[src/rtl/phaser_ctrl_pkg.sv]
// phaser_ctrl_pkg: shared tap widths and FSM state encoding for the phaser tap controller
package phaser_ctrl_pkg;
  localparam int FINE_W = 6;
  localparam int COARSE_W = 3;
  localparam int CNT_W = 9;
  localparam int SETTLE_W = 8;
  typedef enum logic [2:0] {
    S_IDLE,
    S_C_STEP,
    S_C_WAIT,
    S_F_STEP,
    S_F_WAIT,
`ifdef PHASER_TAP_READBACK_EN
    S_RDBK,
`endif
    S_FIN
  } phaser_state_t;
endpackage

[src/rtl/phaser_settle_timer.sv]
// phaser_settle_timer: reloadable countdown that expires after SETTLE_CYCLES counting cycles
module phaser_settle_timer
  import phaser_ctrl_pkg::*;
#(
  parameter int unsigned SETTLE_CYCLES = 8
) (
  input  logic clk,
  input  logic rst,
  input  logic i_load,
  input  logic i_count,
  output logic o_expire
);
  logic [SETTLE_W-1:0] r_cnt;
  // load on the step cycle so the count covers exactly SETTLE_CYCLES wait cycles
  always_ff @(posedge clk or posedge rst)
    if (rst) r_cnt <= '0;
    else if (i_load) r_cnt <= SETTLE_W'(SETTLE_CYCLES - 1);
    else if (i_count && r_cnt != '0) r_cnt <= r_cnt - SETTLE_W'(1);
  assign o_expire = r_cnt == '0;
endmodule

[src/rtl/phaser_out_tap_ctrl.sv]
// phaser_out_tap_ctrl: steps phaser coarse then fine taps to a target; PHASER_TAP_READBACK_EN adds a counter readback state
module phaser_out_tap_ctrl
  import phaser_ctrl_pkg::*;
#(
  parameter int unsigned SETTLE_CYCLES = 8,
  parameter int unsigned FINE_MAX = 63,
  parameter int unsigned COARSE_MAX = 7
) (
  input  logic                SYSCLK,
  input  logic                RST,
  input  logic                REQVALID,
  output logic                REQREADY,
  input  logic [FINE_W-1:0]   REQFINE,
  input  logic [COARSE_W-1:0] REQCOARSE,
  output logic                DONE,
  output logic                BUSY,
  output logic                ERR,
  output logic [FINE_W-1:0]   CURFINE,
  output logic [COARSE_W-1:0] CURCOARSE,
  output logic                FINEENABLE,
  output logic                FINEINC,
  output logic                COARSEENABLE,
  output logic                COARSEINC,
`ifdef PHASER_TAP_READBACK_EN
  output logic                COUNTERREADEN,
  input  logic [CNT_W-1:0]    COUNTERREADVAL,
  output logic [CNT_W-1:0]    RDBKVAL,
`endif
  input  logic                FINEOVERFLOW,
  input  logic                COARSEOVERFLOW
);
  phaser_state_t r_state, w_next, w_after, w_end, w_rdbk_next;
  logic [FINE_W-1:0] r_cur_f, r_tgt_f;
  logic [COARSE_W-1:0] r_cur_c, r_tgt_c;
  logic r_err;
  logic w_ne_f, w_ne_c, w_ovf, w_wait, w_load, w_expire, w_illegal;
  assign w_ne_c = r_cur_c != r_tgt_c;
  assign w_ne_f = r_cur_f != r_tgt_f;
  assign w_ovf = FINEOVERFLOW | COARSEOVERFLOW;
  assign w_wait = r_state == S_C_WAIT || r_state == S_F_WAIT;
  assign w_illegal = 32'(REQFINE) > FINE_MAX || 32'(REQCOARSE) > COARSE_MAX;
  assign COARSEENABLE = r_state == S_C_STEP && w_ne_c;
  assign FINEENABLE = r_state == S_F_STEP && w_ne_f;
  assign COARSEINC = COARSEENABLE && r_cur_c < r_tgt_c;
  assign FINEINC = FINEENABLE && r_cur_f < r_tgt_f;
  assign w_load = COARSEENABLE || FINEENABLE;
  assign REQREADY = r_state == S_IDLE;
  assign BUSY = r_state != S_IDLE;
  assign DONE = r_state == S_FIN;
  assign ERR = r_err;
  assign CURFINE = r_cur_f;
  assign CURCOARSE = r_cur_c;
  assign w_after = w_ne_c ? S_C_STEP : w_ne_f ? S_F_STEP : w_end;

  phaser_settle_timer #(.SETTLE_CYCLES(SETTLE_CYCLES)) u_timer (
    .clk(SYSCLK),
    .rst(RST),
    .i_load(w_load),
    .i_count(w_wait),
    .o_expire(w_expire)
  );

`ifdef PHASER_TAP_READBACK_EN
  logic [1:0] r_rd_cnt;
  assign w_end = S_RDBK;
  assign w_rdbk_next = r_rd_cnt == 2'd2 ? S_FIN : S_RDBK;
  assign COUNTERREADEN = r_state == S_RDBK && r_rd_cnt == 2'd0;
  // time the readback: strobe on entry, capture the counter two cycles later
  always_ff @(posedge SYSCLK or posedge RST)
    if (RST) begin
      r_rd_cnt <= '0;
      RDBKVAL <= '0;
    end else begin
      r_rd_cnt <= r_state == S_RDBK ? r_rd_cnt + 2'd1 : 2'd0;
      if (r_state == S_RDBK && r_rd_cnt == 2'd2) RDBKVAL <= COUNTERREADVAL;
    end
`else
  assign w_end = S_FIN;
  assign w_rdbk_next = S_FIN;
`endif

  // next state: coarse phase, then fine phase, waits abort to FIN on overflow
  always_comb begin
    w_next = r_state;
    case (r_state)
      S_IDLE:   w_next = !REQVALID ? S_IDLE : w_illegal ? S_FIN : S_C_STEP;
      S_C_STEP: w_next = w_ne_c ? S_C_WAIT : w_ne_f ? S_F_STEP : w_end;
      S_F_STEP: w_next = w_ne_f ? S_F_WAIT : w_end;
      S_C_WAIT, S_F_WAIT: w_next = w_ovf ? S_FIN : w_expire ? w_after : r_state;
`ifdef PHASER_TAP_READBACK_EN
      S_RDBK:   w_next = w_rdbk_next;
`endif
      default:  w_next = S_IDLE;
    endcase
  end

  // state, latched target, current taps and sticky error
  always_ff @(posedge SYSCLK or posedge RST)
    if (RST) begin
      r_state <= S_IDLE;
      r_tgt_f <= '0;
      r_tgt_c <= '0;
      r_cur_f <= '0;
      r_cur_c <= '0;
      r_err <= 1'b0;
    end else begin
      r_state <= w_next;
      if (REQVALID && r_state == S_IDLE) begin
        r_tgt_f <= REQFINE;
        r_tgt_c <= REQCOARSE;
        r_err <= w_illegal;
      end else if (w_wait && w_ovf) r_err <= 1'b1;
      if (COARSEENABLE) r_cur_c <= COARSEINC ? r_cur_c + COARSE_W'(1) : r_cur_c - COARSE_W'(1);
      if (FINEENABLE) r_cur_f <= FINEINC ? r_cur_f + FINE_W'(1) : r_cur_f - FINE_W'(1);
    end
endmodule

[config.mk]
export PLATFORM = sky130hd
export DESIGN_NAME = phaser_out_tap_ctrl
export DESIGN_NICKNAME = d
export VERILOG_FILES = /design/src/rtl/phaser_ctrl_pkg.sv /design/src/rtl/phaser_settle_timer.sv /design/src/rtl/phaser_out_tap_ctrl.sv
export SDC_FILE = /design/constraint.sdc
export NUM_CORES = 1
export LEC_CHECK = 0
export ABC_AREA = 1
export ABC_CLOCK_PERIOD_IN_PS = 2000
export BUFFER_PORTS_ARGS = -buffer_cell sky130_fd_sc_hd__clkbuf_2
export CORE_MARGIN = 5
export CORE_UTILIZATION = 40
export CTS_CLUSTER_SIZE = 40
export DETAILED_ROUTE_END_ITERATION = 8
export PLACE_DENSITY_LB_ADDON = 0.25
export SYNTH_ARGS = -nofsm -noshare
export SYNTH_HDL_FRONTEND = slang
export SYNTH_SLANG_ARGS = --single-unit
[constraint.sdc]
create_clock -name SYSCLK -period 2 [get_ports SYSCLK]
set_input_delay 0.1 -clock SYSCLK [delete_from_list [all_inputs] [get_ports SYSCLK]]
set_output_delay 0.1 -clock SYSCLK [all_outputs]
set_load 0.02 [all_outputs]
==> metrics <==
Final min period 2.086 ns; DRT antenna net count 0; run status finished with violations; DR pass1 iterations 4; clock slew at reported path FFs 0.06 ns; RSZ-0062 raised after global routing yes; sequential fraction of the synthesis area 37.06%; data arrival time of the critical path 2.26 ns; cell count after synthesis 246; RR Endpoint CURFINE[5]; overall die height 81.17 µm; area delta synth->final 43.36%; Inserted Diodes 0; DRC violations left 0; Hold WC Path Type primary input to flop; largest net degree at the start of global routing 31; clock net sink count 30; CTS Root Buffer Type clkbuf_8; Worst path max stage delay 0.42 ns; Slew headroom 73.59%; DP HPWL 3132 µm; pre-CTS setup slack -0.1621 ns; Hold Vio Cnt, Final 0; number of global-route vias before repair 1,778; max-cap violations 0; die area 0.006588 mm²; H-tree Lvls 2; DIE WIDTH 81.17 µm; Compound-Gate Fraction of Synth Area 8.338%; period utilization 104.3%; leakage 1.472 nW; first-pass GRT wire length 7652 µm; final setup fails 3; hold_ws 0.01908 ns; FF-to-FF path depth 14; Worst Setup End Kind flop; Layout Skew 0.004558 ns; Netlist cell types 28; Total Wirelength 4277 µm; CP Launch Type flop; I/O pins 31; adder-cell share of the synthesized area 11.24%; reg2reg setup slack -0.09 ns; Critical Path RT 2.17 ns; mapped cell area 0.002026 mm²; Yosys warnings 0; critical path class flop to flop; Initial Util 40.43%; Skew-Pair Late Insertion Delay 0.28 ns; share of cells above drive strength 1 49.06%; Net Count, Synth 277; most frequent cells in the layout nand2_1, buf_4, clkbuf_2; Mean Syn Cell Area 8.235 µm²; total gr overflow 0; Total Nets Final 350; xor and xnor area share after synthesis 4.324%; Seq cells post-synth 30; I/O Buffers 30; largest family of logic cells by synthesized area simple AND/OR/NAND/NOR gates; hold endpoint r_tgt_c[0]; post-synthesis mux area share 0%; maximum vdd ir drop 1.084 mV; critical path's slowest cell dfrtp_2; Rows 26; worst-case clock buffer depth 2; initial antenna violation count 0; CTS tree done; RePlAce Congestion 0.8519; peak fanout along the critical path 6; Final Non-Filler Cells 390; total CTS buffers 5; most common cell after layout, fill and taps aside nand2_1; Vias/cell 4.487; CP Cell Sequence ha_4 -> nand2_4 -> nor2_4 -> nand2_2 -> inv_4 -> nor2_4 -> nand2_8 -> ha_1 -> a21oi_1 -> nand2_2 -> nand2_2 -> nand2_1 -> nand2_1 -> nand2_1; Core ar. 0.005010 mm²; Reg-to-Reg Start CURFINE[5]; global router's overall resource usage 15.07%; Worst-Margin Slew 0.3962 ns; Inst Count DP 372; power per cell area 1963 mW/mm²; Achievable Freq 479.4 MHz; Hold Path Depth 3; final slew viol count 0; routed length per placed instance 10.97 µm; Starting DRT DRC Count 86; Via Count 1,750; hold path startpoint REQCOARSE[0]; failing checks negative setup slack; setup ws final -0.08609 ns; Post-Synth Simple-Gate Area 30.08%
[final cells by class]
| class | instances | area [µm²] |
|---|---|---|
| Multi-Input combinational cell | 172 | 1360 |
| Clock buffer | 8 | 80.08 |
| Sequential cell | 30 | 760.7 |
| Inverter | 43 | 178.9 |
| Tap cell | 70 | 87.58 |
| Fill cell | 481 | 2106 |
| Timing Repair Buffer | 67 | 436.7 |
[power by group]
group	switching [mW]	total (mW)	internal (mW)	leakage [nW]
Clock	0.221	0.468	0.247	0.0395
Combinational	2.31	4.12	1.80	1.07
Sequential	0.210	1.12	0.907	0.366
Total	2.74	5.70	2.96	1.47
[synth_stat cells]
library cell,number,share of area [%]
nand2_2,9,2.8
nor2_2,1,0.31
o21ai_0,5,1.2
or2_2,1,0.31
nor2_8,3,3.0
inv_6,2,0.86
inv_2,8,1.5
o21ai_2,5,2.2
nand4_1,3,0.93
nand2_1,61,11
nand3b_1,2,0.74
fa_1,2,2.0
inv_1,31,5.7
xnor2_1,3,1.3
dfrtp_1,30,37
buf_4,1,0.37
xor2_1,7,3.0
clkinv_1,1,0.19
nand2_4,2,1.1
nor3_2,1,0.49
nand2_8,2,2.0
nor2_1,14,2.6
nor2_4,2,1.1
nand3_1,14,3.5
inv_4,1,0.31
a21oi_1,9,2.2
o21ai_1,11,2.7
ha_1,15,9.3
[cells by family after synthesis]
logic type	Yosys count
compound gates	30
flops	30
fa+ha+maj	17
buf+inv	44
simple gates	115
xor+xnor	10
[worst max-delay path, delay by kind of cell (launching register included)]
kind                     cells  cell delay [ns]
AO/OA/AOI/OAI                1             0.19
flip-flops                   1             0.42
adder cells (fa/ha/maj)      2             0.58
buffers and inverters        1             0.04
AND/OR/NAND/NOR             10             0.74
[registers in the layout, indices dropped and copies added (netlist names)]
| register | flops |
|---|---|
| u_timer.r_cnt | 8 |
| CURFINE | 6 |
| r_tgt_f | 6 |
| CURCOARSE | 3 |
| r_state | 3 |
| r_tgt_c | 3 |
| ERR | 1 |
[what timing repair did]
item | 4_1_cts | 5_1_grt
cloned | 0 | 0
setup buffers | 7 | 1
hold buffers | 2 | 0
endpoints found under the setup margin | 5 | 5
endpoints found under the hold margin | 31 | 0
pin swaps | 5 | 15
resized for setup | 18 | 16
[how the worst max path moves through the flow]
stage	startpoint	end	slack [ns]	depth (start not counted)
floorplan	CURFINE[2]	CURFINE[5]	-0.12	16
global placement	r_tgt_f[4]	CURFINE[5]	-0.09	18
detailed placement	r_tgt_f[5]	CURFINE[5]	-0.16	16
CTS	CURFINE[5]	CURFINE[5]	-0.10	17
global route	CURFINE[5]	CURFINE[5]	-0.24	15
finish	CURFINE[5]	CURFINE[5]	-0.09	14
[per-stage QoR]
stage / total power, mW / utilization (%) / instance area, µm² / TNS (ns)
after CTS: 5.507 / 56.32 / 2821 / -0.1464
after floorplan: 3.738 / - / 2180 / -0.2915
after global routing: 6.247 / 57.97 / 2904 / -0.6191
after global placement: 4.667 / 52.15 / 2613 / -0.2054
after detailed placement: 4.728 / 52.15 / 2613 / -0.3802
final: 5.702 / 57.97 / 2904 / -0.1669
[routing by layer]
metal	global-route usage [%]	part of all wire, %
met1	17.88	46
met2	26.03	50
met3	3.326	2.5
met4	6.588	1.9
met5	0	0
Power figures use the tool's default switching activity.
